--- config.mk ---
export PLATFORM = sky130hd
export DESIGN_NAME = irrigation_zone_sequencer
export DESIGN_NICKNAME = d
export VERILOG_FILES = /design/src/rtl/irrigation_zone_sequencer.sv
export SDC_FILE = /design/constraint.sdc
export NUM_CORES = 1
export LEC_CHECK = 0
export ABC_AREA = 1
export CORE_ASPECT_RATIO = 1.75
export CORE_UTILIZATION = 30
export CTS_CLUSTER_DIAMETER = 30
export DETAILED_ROUTE_END_ITERATION = 8
export SETUP_SLACK_MARGIN = 0.15
export SLEW_MARGIN = 25
export SYNTH_ARGS = -nofsm -noshare
export SYNTH_HDL_FRONTEND = slang
export SYNTH_SLANG_ARGS = --single-unit
--- constraint.sdc ---
create_clock -name clk -period 2.2 [get_ports clk]
set_input_delay 0.22 -clock clk [delete_from_list [all_inputs] [get_ports clk]]
set_output_delay 0.22 -clock clk [all_outputs]
set_load 0.05 [all_outputs]
--- src/rtl/irrigation_zone_sequencer.sv ---
// irrigation_zone_sequencer
// Multi-zone irrigation sequencer: one pump serving N_ZONES valves.
// Cycle: WAIT -> OPEN (valve only) -> WATER (valve + pump) -> CLOSE (valve only).
// The next dry zone is chosen round-robin, starting after the last served zone.
// Optional build macro IRR_WET_CUTOFF_EN: when defined, wet soil on the active
// zone ends WATER early. When undefined, WATER always runs its full length.

module irrigation_zone_sequencer #(
   parameter int unsigned N_ZONES   = 4,
   parameter int unsigned WAIT_CYC  = 250_000_000,
   parameter int unsigned WATER_CYC = 300_000_000,
   parameter int unsigned LEAD_CYC  = 50_000_000,
   parameter int unsigned CNT_W     = 32,
   localparam int unsigned ZONE_W   = (N_ZONES > 1) ? $clog2(N_ZONES) : 1
) (
   input  logic               clk,
   input  logic               rst,
   input  logic               enable,
   input  logic [N_ZONES-1:0] dry,
   output logic               pump_on,
   output logic [N_ZONES-1:0] valve,
   output logic [ZONE_W-1:0]  zone,
   output logic               redLED,
   output logic               blueLED,
   output logic               cycle_done
);

   typedef enum logic [1:0] {
      S_WAIT,
      S_OPEN,
      S_WATER,
      S_CLOSE
   } state_e;

   // Terminal counts: each state ends on the cycle its counter reaches *_CYC-1.
   localparam logic [CNT_W-1:0] WAIT_LAST  = CNT_W'(WAIT_CYC - 1);
   localparam logic [CNT_W-1:0] WATER_LAST = CNT_W'(WATER_CYC - 1);
   localparam logic [CNT_W-1:0] LEAD_LAST  = CNT_W'(LEAD_CYC - 1);

   state_e              state_q;
   logic [CNT_W-1:0]    cnt_q;
   logic [ZONE_W-1:0]   zone_q;
   logic [ZONE_W-1:0]   last_q;
   logic [N_ZONES-1:0]  valve_q;
   logic                pump_on_q;
   logic                cycle_done_q;
   logic [N_ZONES-1:0]  dry_meta_q;
   logic [N_ZONES-1:0]  dry_s_q;

   logic                scan_found;
   logic [ZONE_W-1:0]   scan_idx;
   logic [ZONE_W-1:0]   scan_cand;
   logic [N_ZONES-1:0]  scan_onehot;
   logic                wet_stop;

   // Two-flop synchronizer for the asynchronous soil sensors.
   // NOTE: every clocked block uses non-blocking assignments so all flops update from pre-edge values.
   always_ff @(posedge clk) begin
      if (rst) begin
         dry_meta_q <= '0;
         dry_s_q    <= '0;
      end else begin
         dry_meta_q <= dry;
         dry_s_q    <= dry_meta_q;
      end
   end

   // Round-robin scan: first dry zone found starting at last_q+1, wrapping modulo N_ZONES.
   always_comb begin
      // NOTE: defaults before the loop keep every path assigned, so no latches are inferred.
      scan_found  = 1'b0;
      scan_idx    = '0;
      scan_cand   = '0;
      scan_onehot = '0;
      for (int unsigned k = 1; k <= N_ZONES; k++) begin
         scan_cand = ZONE_W'((32'(last_q) + k) % N_ZONES);
         if (!scan_found && dry_s_q[scan_cand]) begin
            scan_found = 1'b1;
            scan_idx   = scan_cand;
         end
      end
      if (scan_found) begin
         scan_onehot[scan_idx] = 1'b1;
      end
   end

`ifdef IRR_WET_CUTOFF_EN
   assign wet_stop = ~dry_s_q[zone_q];
`else
   assign wet_stop = 1'b0;
`endif

   // Sequencer FSM: state, duration counter and all registered outputs.
   always_ff @(posedge clk) begin
      if (rst) begin
         state_q      <= S_WAIT;
         cnt_q        <= '0;
         zone_q       <= '0;
         last_q       <= ZONE_W'(N_ZONES - 1);
         valve_q      <= '0;
         pump_on_q    <= 1'b0;
         cycle_done_q <= 1'b0;
      end else begin
         cycle_done_q <= 1'b0;
         cnt_q        <= cnt_q + 1'b1;
         case (state_q)
            S_WAIT: begin
               if (!enable) begin
                  cnt_q <= '0;
               end else if (cnt_q == WAIT_LAST) begin
                  cnt_q <= '0;
                  if (scan_found) begin
                     state_q <= S_OPEN;
                     zone_q  <= scan_idx;
                     valve_q <= scan_onehot;
                  end
               end
            end
            S_OPEN: begin
               if (!enable) begin
                  state_q <= S_CLOSE;
                  cnt_q   <= '0;
               end else if (cnt_q == LEAD_LAST) begin
                  state_q   <= S_WATER;
                  cnt_q     <= '0;
                  pump_on_q <= 1'b1;
               end
            end
            S_WATER: begin
               if (!enable || wet_stop || cnt_q == WATER_LAST) begin
                  state_q   <= S_CLOSE;
                  cnt_q     <= '0;
                  pump_on_q <= 1'b0;
               end
            end
            S_CLOSE: begin
               // Draining is never aborted; only the lead time ends it.
               if (cnt_q == LEAD_LAST) begin
                  state_q      <= S_WAIT;
                  cnt_q        <= '0;
                  valve_q      <= '0;
                  last_q       <= zone_q;
                  cycle_done_q <= 1'b1;
               end
            end
            default: begin
               state_q   <= S_WAIT;
               cnt_q     <= '0;
               valve_q   <= '0;
               pump_on_q <= 1'b0;
            end
         endcase
      end
   end

   assign pump_on    = pump_on_q;
   assign valve      = valve_q;
   assign zone       = zone_q;
   assign redLED     = ~pump_on_q;
   assign blueLED    = pump_on_q;
   assign cycle_done = cycle_done_q;

endmodule

==> reports/results.txt <==
Initial Util: 0.312
Max-slew headroom: 0.665
r2r setup slk: 0.25 ns
DR vias: 2999
Num CTS Buffers: 5
pre-CTS setup slack: 0.177 ns
CP bufs+invs: 1
first-pass GRT wire length: 13.0 mm
FILL cells: 1032
Core Area: 0.00959 mm2
Top delay family on crit path: simple AND/OR/NAND/NOR gates
Critical Path RT: 2.38 ns
vias per cell: 4.81
DRC: 0
Max Buffers Root-to-Sink: 2
Die H: 134 um
Final min period: 1.95 ns
Total GRT Usage: 0.161
root buffer cell: clkbuf_16
leakage power: 1.39 nW
Final HPWL DP: 6.30 mm
CP cell instances: ha_4 > nand3_4 > nor2_4 > nand2_2 > nor2_2 > nand3b_1 > nand2_2 > nand2_1 > or2_4 > nand3_2 > buf_12 > nor2_1
fin. max-slew vios: 0
NumNets Final: 513
Mapped Area: 0.00300 mm2
CP Data Arrival Time: 2.13 ns
WL per Instance: 12.6 um
Crit path depth: 12
P&R area growth vs syn: 18.5%
FF/Latch Area: 0.00105 mm2
Mapped Nets: 487
CP dominant cell by count: nand2_2
number of synthesized flops with an enable pin: 0
vias in the first global route: 2833
#FFs+latches synth: 52
max-cap viol count: 0
FP Rows: 47
Synth area leader: dfxtp_1
Synth top area share: 0.348
number of cells on the worst reg-to-reg path: 12
largest net degree at the start of global routing: 24
hold depth: 2
IO buf count: 16
die area: 0.0104 mm2
GPL Wtd Cong: 0.919
Die Wd: 77.5 um
commonest cells in the netlist: nand2_1, nor2_1, inv_1
crit share post-route: 0.886
Slowest cell on crit path: dfxtp_4
Slew @ Worst Pin: 0.502 ns
Ports: 17
critical path fanouts, max: 23
unrepaired setup endpoints after global routing: no
most common cell in the netlist: nand2_1
status: finished clean
Avg Inst Size Synth: 6.32 um2
ys async rst share: 0
pwr/cell area: 694 mW/mm2
# hold bufs at CTS: 0
worst vdd rail ir drop: 445 uV
multi-input combinational cell area: 0.00169 mm2
Antenna diodes: 0
Worst Path Class, Setup: flop to flop
Worst Setup Start Kind: flop
slowest stage delay, CP: 0.37 ns
Final Hold Fails: 0
Yosys cell types: 28
Sink Count: 52
WL final: 7.86 mm
post-synthesis sequential area ratio: 0.348
Worst Skew: 0.0112 ns
setup_tns: 0 ns
Yosys Warn Count: 0
post-route ant nets: 0
crit path capture type: flop
TritonCTS clock tree: built
layout cell share with drive strength beyond 1: 0.0898
ys flop type: dfxtp_1
drt first pass iters: 4
Worst Hold Class: flop to flop
htree depth: 2
Post-Syn Instances: 474
largest cells by area after synthesis: dfxtp_1, nand2_1, nor2_1
starting DRC count in detailed routing: 182
worst skew pair latency: 0.30 ns
grt ovf: 0
final worst slack: 0.250 ns
antenna violations before repair: 0
Fmax achieved: 513 MHz
clock-pin slew on the worst setup and hold paths: 0.07 ns
final setup fails: 0
==> cell usage in the layout, fill, tap and decap left out, types with 4 or more instances in the layout <==
cell             instances
a21oi_1                 11
buf_4                    8
clkbuf_16                5
clkdlybuf4s50_1         16
dfxtp_1                 48
ha_1                     5
inv_1                   63
inv_2                    4
nand2_1                118
nand3_1                 44
nand4_1                  7
nor2_1                  88
nor2_2                   5
nor3_1                  20
o21ai_0                 13
or2_2                    4
xor2_1                  13
==> routing by layer <==
| layer | global-route usage | share of wire | vias to the layer above | wire length, um |
|---|---|---|---|---|
| met5 | 0 | 0 | - | 0 |
| met4 | 0.0839 | 0.045 | 0 | 357 |
| met3 | 0.0286 | 0.031 | 22 | 244 |
| met2 | 0.327 | 0.56 | 78 | 4400 |
| met1 | 0.145 | 0.36 | 1362 | 2860 |
| li1 | - | - | 1537 | - |
==> logic make-up after synthesis <==
kind of cell | synth area share
simple gates | 0.441
xor+xnor | 0.0439
fa+ha+maj | 0.0251
buf+inv | 0.0977
flops | 0.348
compound gates | 0.0451
==> registers in the layout, summed over array words and instances (netlist names) <==
name        flops
cnt_q          32
valve           4
blueLED         1
zone            2
dry_meta_q      4
dry_s_q         4
last_q          2
cycle_done      1
state_q         2
==> report_power, final <==
part	switching [mW]	total [mW]	internal, mW
Clock	0.353	0.889	0.536
Combinational	0.357	0.550	0.193
Sequential	0.0376	1.02	0.985
Total	0.748	2.46	1.71
==> worst paths after layout <==
check                      from         end
setup / recovery       cnt_q[0]   cnt_q[20]
hold / removal    dry_meta_q[3]  dry_s_q[3]
setup reg to reg       cnt_q[0]   cnt_q[20]
hold reg to reg   dry_meta_q[3]  dry_s_q[3]
==> metrics by stage <==
stage	cells	util	power [mW]	instance area, um2	hold WS [ns]
final	623	0.370	2.46	3550	0.406
after floorplan	474	-	1.44	3000	0.327
after CTS	622	0.366	2.48	3510	0.410
after detailed placement	614	0.348	1.59	3340	0.400
after global routing	623	0.370	2.60	3550	0.425
after global placement	614	0.348	1.58	3340	0.392
==> final cells by class <==
cell class,instances,area share
Timing Repair Buffer,25,0.0677
Tap cell,122,0.0430
Sequential cell,52,0.295
Multi-Input combinational cell,349,0.477
Clock buffer,6,0.0363
Clock inverter,2,0.00987
Inverter,67,0.0709
==> worst register-to-register path, delay by kind of cell, from the launching register on <==
| kind | cells | cell delay (ns) |
|---|---|---|
| flops | 1 | 0.37 |
| buf+inv | 1 | 0.17 |
| fa+ha+maj | 1 | 0.15 |
| simple gates | 10 | 1.15 |
==> repair_timing <==
| item | in CTS | in global routing |
|---|---|---|
| endpoints found under the setup margin | 1 | 37 |
| pin swaps | 0 | 1 |
| setup buffers | 0 | 1 |
| gates resized for setup | 1 | 13 |
Power figures use the tool's default switching activity.
